File: src/rtl/y_alu_pkg.sv
`default_nettype none
// ============================================================================
// Module      : y_alu_pkg
// Description : Op-code constants and default datapath width for y_alu.
// Revision    : 1.0
// ============================================================================
package y_alu_pkg;

    localparam int c_width_default = 32;

    localparam logic [2:0] c_op_and = 3'b000;
    localparam logic [2:0] c_op_or  = 3'b001;
    localparam logic [2:0] c_op_add = 3'b010;
    localparam logic [2:0] c_op_sub = 3'b110;
    localparam logic [2:0] c_op_slt = 3'b111;

endpackage
`default_nettype wire

File: src/rtl/y_arith.sv
`default_nettype none
// ============================================================================
// Module      : y_arith
// Description : WIDTH-bit adder/subtractor; sub=1 computes a + ~b + 1.
// Revision    : 1.0
// ============================================================================
module y_arith
    import y_alu_pkg::*;
#(
    parameter int WIDTH = c_width_default
) (
    input  logic [WIDTH-1:0] a,
    input  logic [WIDTH-1:0] b,
    input  logic             sub,
    output logic [WIDTH-1:0] sum,
    output logic             cout
);

    logic [WIDTH-1:0] w_b;
    logic [WIDTH:0]   w_full;

    assign w_b    = sub ? ~b : b;
    assign w_full = {1'b0, a} + {1'b0, w_b} + {{WIDTH{1'b0}}, sub};
    assign sum    = w_full[WIDTH-1:0];
    assign cout   = w_full[WIDTH];

endmodule
`default_nettype wire

File: src/rtl/y_alu.sv
`default_nettype none
// ============================================================================
// Module      : y_alu
// Description : Combinational ALU (AND/OR/ADD/SUB/SLT) with zero flag and a
//               registered copy of result and flag.
// Revision    : 1.0
// ============================================================================
module y_alu
    import y_alu_pkg::*;
#(
    parameter int WIDTH = c_width_default
) (
    input  logic             clk,
    input  logic             reset,
    input  logic [WIDTH-1:0] a,
    input  logic [WIDTH-1:0] b,
    input  logic [2:0]       op,
    output logic [WIDTH-1:0] z,
    output logic             ex,
    output logic [WIDTH-1:0] z_q,
    output logic             ex_q
);

    logic [WIDTH-1:0] w_sum;
    logic             w_cout;
    logic             w_sub;
    logic [WIDTH-1:0] w_z;
    logic [WIDTH-1:0] r_z_q;
    logic             r_ex_q;

    // SUB and SLT both have op[2] set; the unused 100/101 codes ignore the adder.
    assign w_sub = op[2];

    y_arith #(
        .WIDTH (WIDTH)
    ) u_arith (
        .a    (a),
        .b    (b),
        .sub  (w_sub),
        .sum  (w_sum),
        .cout (w_cout)
    );

    always_comb begin
        w_z = '0;
        case (op)
            c_op_and: w_z = a & b;
            c_op_or:  w_z = a | b;
            c_op_add: w_z = w_sum;
            c_op_sub: w_z = w_sum;
            // Unsigned a < b exactly when the subtraction borrows.
            c_op_slt: w_z = {{(WIDTH-1){1'b0}}, ~w_cout};
            default:  w_z = '0;
        endcase
    end

    assign z  = w_z;
    assign ex = (w_z == '0);

    always_ff @(posedge clk) begin
        if (reset) begin
            r_z_q  <= '0;
            r_ex_q <= 1'b1;
        end else begin
            r_z_q  <= w_z;
            r_ex_q <= ex;
        end
    end

    assign z_q  = r_z_q;
    assign ex_q = r_ex_q;

endmodule
`default_nettype wire

File: config.mk
export PLATFORM = sky130hd
export DESIGN_NAME = y_alu
export DESIGN_NICKNAME = d
export VERILOG_FILES = /design/src/rtl/y_alu_pkg.sv /design/src/rtl/y_arith.sv /design/src/rtl/y_alu.sv
export SDC_FILE = /design/constraint.sdc
export NUM_CORES = 1
export LEC_CHECK = 0
export CORE_MARGIN = 2
export CORE_UTILIZATION = 44
export CTS_BUF_LIST = sky130_fd_sc_hd__clkbuf_8
export DETAILED_ROUTE_END_ITERATION = 7
export GPL_TIMING_DRIVEN = 0
export PLACE_DENSITY = 0.92
export SLEW_MARGIN = 10
export SYNTH_ARGS = -nofsm -noshare
export SYNTH_HDL_FRONTEND = slang
export SYNTH_SLANG_ARGS = --single-unit
export TNS_END_PERCENT = 1
File: constraint.sdc
create_clock -name clk -period 5.4 [get_ports clk]
set_input_delay 1.08 -clock clk [delete_from_list [all_inputs] [get_ports clk]]
set_output_delay 1.08 -clock clk [all_outputs]
set_load 0.01 [all_outputs]
Yosys cells after proc, flatten, opt, wreduce, memory -nomap -nowiden
Cells that the tools add are included.
Word-level totals
  output and inout port bits: 66
  word-level logic and storage cells: 17
  bits of input ports: 69
  bits in latches: 0
  memories: 0
  flip-flop bits (word level): 33
  memory bits (writable): 0
  bits in read-only memories: 0
Cells by class
  divide/modulo/power cells: 0
  add/subtract/negate cells: 2
  multiply operators: 0
  reduce and logical (&&, ||, !) cells: 3
  equality and inequality tests: 4
  shift-type cells: 0
  magnitude comparators: 0
  bitwise gates (word level): 4
  multiplexer cells: 2
Operator list (number)
  32-bit case mux with 4 select lines: 1
  32-bit by 32-bit adder with 33-bit output: 1
  33-bit by 1-bit adder with 33-bit output: 1
  32-bit bitwise AND: 1
  32-bit logical NOT: 1
  32-bit two-way mux: 1
  32-bit inverter: 1
  32-bit bitwise OR: 1
  3-bit equality test (second input constant): 2
  3-bit by 1-bit equality test with 1-bit output (second input constant): 1
  3-bit by 2-bit equality test with 1-bit output (second input constant): 1
  3-bit logical NOT: 1
  2-bit OR reduction: 1
  1-bit inverter: 1

Longest topological paths before layout
  word-level depth: 7
  depth in mapped cells: 14
  depth with buffers taken out: 12

Modules after synthesis
Synthesis repeated with hierarchy kept, for this count alone.
Unflattened totals
  cells, all modules: 485
  area total of the unflattened synthesis: 3862.5 µm²
By module, submodules not included
  y_arith: seq. area each 0.0 µm², area an instance 2145.8 µm², instances 1, cells an instance 299
  y_alu: seq. area each 660.6 µm², area an instance 1716.6 µm², instances 1, cells an instance 186

Worst setup path before layout
Ideal clock, no wire load.
  kind: in2out
  start: in op[2]
  end: out ex
  data required time: 4320 ps
  path slack: -89 ps
  path buffers: 2
  arrival time: 4409 ps
  stages: 13
  cell sequence: buf_2 -> buf_1 -> xor2_1 -> ha_1 -> a21oi_1 -> o221a_4 -> a221oi_4 -> or4_1 -> a21oi_1 -> mux2i_1 -> nor4b_2 -> nand4b_1 -> nor4_1
On the way
  cells in the longest elaborated chain, start to end: 6
  elaborated cells on any way between the ends: 12
  those cells by class: add/sub: 2; eq/ne: 4; mux: 2; bitwise: 1; reduce/logical: 3
RTL lines
  start: declaration: line y_alu.sv:17  | input logic [2:0] op,
  32-bit two-way mux: line y_arith.sv:22  | assign w_b = sub ? ~b : b;
  32-bit by 32-bit adder with 33-bit output: line y_arith.sv:23  | assign w_full = {1'b0, a} + {1'b0, w_b} + {{WIDTH{1'b0}}, sub};
  33-bit by 1-bit adder with 33-bit output: line y_arith.sv:23
  1-bit inverter: line y_alu.sv:52  | c_op_slt: w_z = {{(WIDTH-1){1'b0}}, ~w_cout};
  32-bit case mux with 4 select lines (*): line y_alu.sv:46  | case (op)
  32-bit logical NOT (*): line y_alu.sv:58  | assign ex = (w_z == '0);
  end: declaration: line y_alu.sv:19  | output logic ex,
Every way passes the cells marked *; elsewhere a longest branch is shown, timed or not.

Final worst setup path
  start: in op[1]
  end: reg r_ex_q, in the netlist ex_q
On the way
  cells in the longest elaborated chain, start to end: 4
  elaborated cells on any way between the ends: 8
  those cells by class: eq/ne: 4; mux: 1; reduce/logical: 3
RTL lines
  3-bit equality test or 3-bit by 2-bit equality test with 1-bit output (tied branches): line y_alu.sv:46
  2-bit OR reduction (no line)
  32-bit case mux with 4 select lines (*): line y_alu.sv:46
  32-bit logical NOT (*): line y_alu.sv:58
  end signal: assignment: line y_alu.sv:63  | r_ex_q <= 1'b1;
  end signal: assignment: line y_alu.sv:66  | r_ex_q <= ex;
  end: declaration: line y_alu.sv:29  | logic r_ex_q;
Marked as above.
A chain may end at the register's enable or synchronous reset.

==> results.yml <==
routing:
  wl_per_cell_microns: 22.0
  drc: 0
  antenna_left: 0
  vias: 5522
  avgViaCountPerCell: 6.53
  drt_pre_antenna_iters: 5
  drt-total-wl_microns: 18600
  drt_iter0_markers: 686
placement:
  place_hpwl_microns: 12900
  io_buffers: 133
  gp_congestion: 0.942
  pre_cts_ws_ps: -1150
logic_synthesis:
  synthTopCellsByArea: "dfxtp_1, ha_1, xor2_1"
  synthTopCellsByCount: "nand2_1, a21oi_1, o21ai_0, xor2_1"
  ys_ff_latch: 33
  syn_area_per_cell_sq_um: 7.52
  synth.top_cell.area_share_pct: 16.0
  synth_top_area_cell: "dfxtp_1"
  synthArstFlopShare_pct: 0
  synthDistinctLibCells: 68
  synth_cells: 550
  syn_nets: 653
  syn-cell-area_sq_um: 4140
  synth_ff_type: "dfxtp_1"
  synth_edf_count: 0
  synth.most_common_cell: "nand2_1"
  ys_seq_area_share_pct: 16.0
  synth_warnings: 0
timing:
  relSlewSlack_pct: 52.8
  max_freq_mhz: 172
  tns_ps: -826
  fin_crit_sh_pct: 107
  min_period_ps: 5800
  hold_viol: 0
  slew_violations: 0
  setup_slack_ps: -399
  tightest_slew_ps: 708
  rsz0062_at_grt: "yes"
  hold_slack_ps: 1420
  setup_viol: 4
critical_path:
  worst-path-buf-inv: 15
  critPathLaunchType: "input pin"
  critPathMaxFanout: 10
  crit_required_ps: 5600
  critPathSlowestCell: "clkdlybuf4s50_1"
  crit_family: "buffers and inverters"
  arrival_ps: 6000
  critical_path.max_stage_delay_ps: 550
  crit_type: "input pin to flip-flop"
  crit_path_frequent_cell: "buf_4"
  crit_chain: "clkdlybuf4s50_1, nand2b_1, clkbuf_2, o32ai_1, nor4_1, o21ai_1, nor4_2, nand4b_1, nor4b_4, nand4b_1, buf_4, buf_4, buf_4, buf_4, buf_4, buf_4, buf_4, buf_4, buf_4, buf_4, buf_4, buf_4, buf_4, o41ai_2"
  end_kind: "flip-flop"
global_routing:
  grt_max_degree: 11
  grt_pass1_wl_microns: 26800
  track_usage_pct: 33.8
  grt_pass1_vias: 5258
  gr-total-overflow: 0
  antenna_found_initial: 1
cells_and_area:
  drive_above_1_share_pct: 23.6
  nNetsFinal: 836
  multiInputGateArea_sq_um: 3900
  ff_latch_area_sq_um: 661
  area.growth.synth_to_final_pct: 62.0
  postLayoutCoreUtil_pct: 72.9
  fill_cells: 669
  insertedDiodeCount: 0
clock_tree:
  clock_sinks: 33
  cts_buffers: 5
  htree_levels: 2
  root_buffer: "clkbuf_8"
  clk_pin_slew_ps: 70
  cts_tree: "done"
  cts_buffer_depth: 2
run_status:
  status: "finished with violations"
  violations: "setup timing"
power:
  ir_worst_vdd_mv: 0.140
  p_leak_uw: 0.00264
  power.density_nw_per_um2: 204
  power_uw: 1370
die:
  core_area_sq_um: 9200
  dieWidth_microns: 101
  placementRows: 35
  die_h_microns: 101
  start_util_pct: 45.0
  die-area_sq_um: 10200
  io_pins: 135
run:
  max_cap_violations: 0
hold_path:
  hp-class: "input pin to flip-flop"
-- per-layer routing --
metal | vias to the layer above | share of wire (%) | global-route usage (%)
met5 | - | 0.065 | 0
met4 | 2 | 5.4 | 16.9
met3 | 106 | 11 | 5.62
met2 | 435 | 45 | 54.9
met1 | 2586 | 38 | 43.2
li1 | 2393 | - | -
-- report_power, final --
| group | switching, uW | internal [uW] |
|---|---|---|
| clock | 91.8 | 87.3 |
| combinational | 500 | 418 |
| sequential | 4.81 | 263 |
-- flip-flops by register name, summed over array words and instances, names as in the netlist --
| signal | flops |
|---|---|
| z_q | 32 |
| ex_q | 1 |
-- final cells by class --
| class | count | share of cell area (%) |
|---|---|---|
| Multi-Input combinational cell | 473 | 58.3 |
| Timing Repair Buffer | 184 | 25.4 |
| Sequential cell | 33 | 9.86 |
| Buffer | 22 | 2.43 |
| Tap cell | 111 | 2.07 |
| Clock buffer | 5 | 1.03 |
| Inverter | 14 | 0.784 |
| Clock inverter | 3 | 0.205 |
-- worst paths after layout --
kind	startpoint	end	slack, ps	cells past startpoint
worst max-delay path	op[1]	ex_q$_SDFF_PP1_	-400	24
worst min-delay path	b[3]	z_q[3]$_SDFF_PP0_	1420	4
-- logic make-up after synthesis --
group	count (synthesis)	synth area share [%]
adders and majority gates	59	16.5
AOI/OAI and AO/OA	185	30.1
xor gates and xnor gates	45	9.53
muxes	6	1.75
buffers and inverters	44	4.14
and+or+nand+nor	178	22.0
DFF	33	16.0
-- layout by cell type, fill, tap and decap left out, types with 6 or more instances in the layout --
cell,n
o22ai_1,6
buf_4,50
dlygate4sd2_1,10
inv_1,14
and2_1,24
ha_1,17
nand2_1,60
xor2_1,26
a21oi_1,38
dfxtp_1,33
clkdlybuf4s50_1,112
a21o_1,13
xnor2_1,10
maj3_1,25
nor2_1,25
o21ai_1,14
o21ai_0,24
nand4_1,11
clkbuf_1,10
a21oi_2,12
a21oi_4,7
ha_4,12
o21a_1,8
-- per-stage QoR --
stage          std cells  area (sq um)
2_1_floorplan        550          4140
3_3_place_gp         794          5610
3_5_place_dp         794          5610
4_1_cts              840          6290
5_1_grt              845          6700
6_report             845          6700
-- repair_timing --
action,in CTS,in global routing
buffers inserted,42,9
resized for setup,108,79
hold buffers,0,0
pin swaps,35,22
setup endpoints to repair,18,16
(Power assumes the default switching activity.)
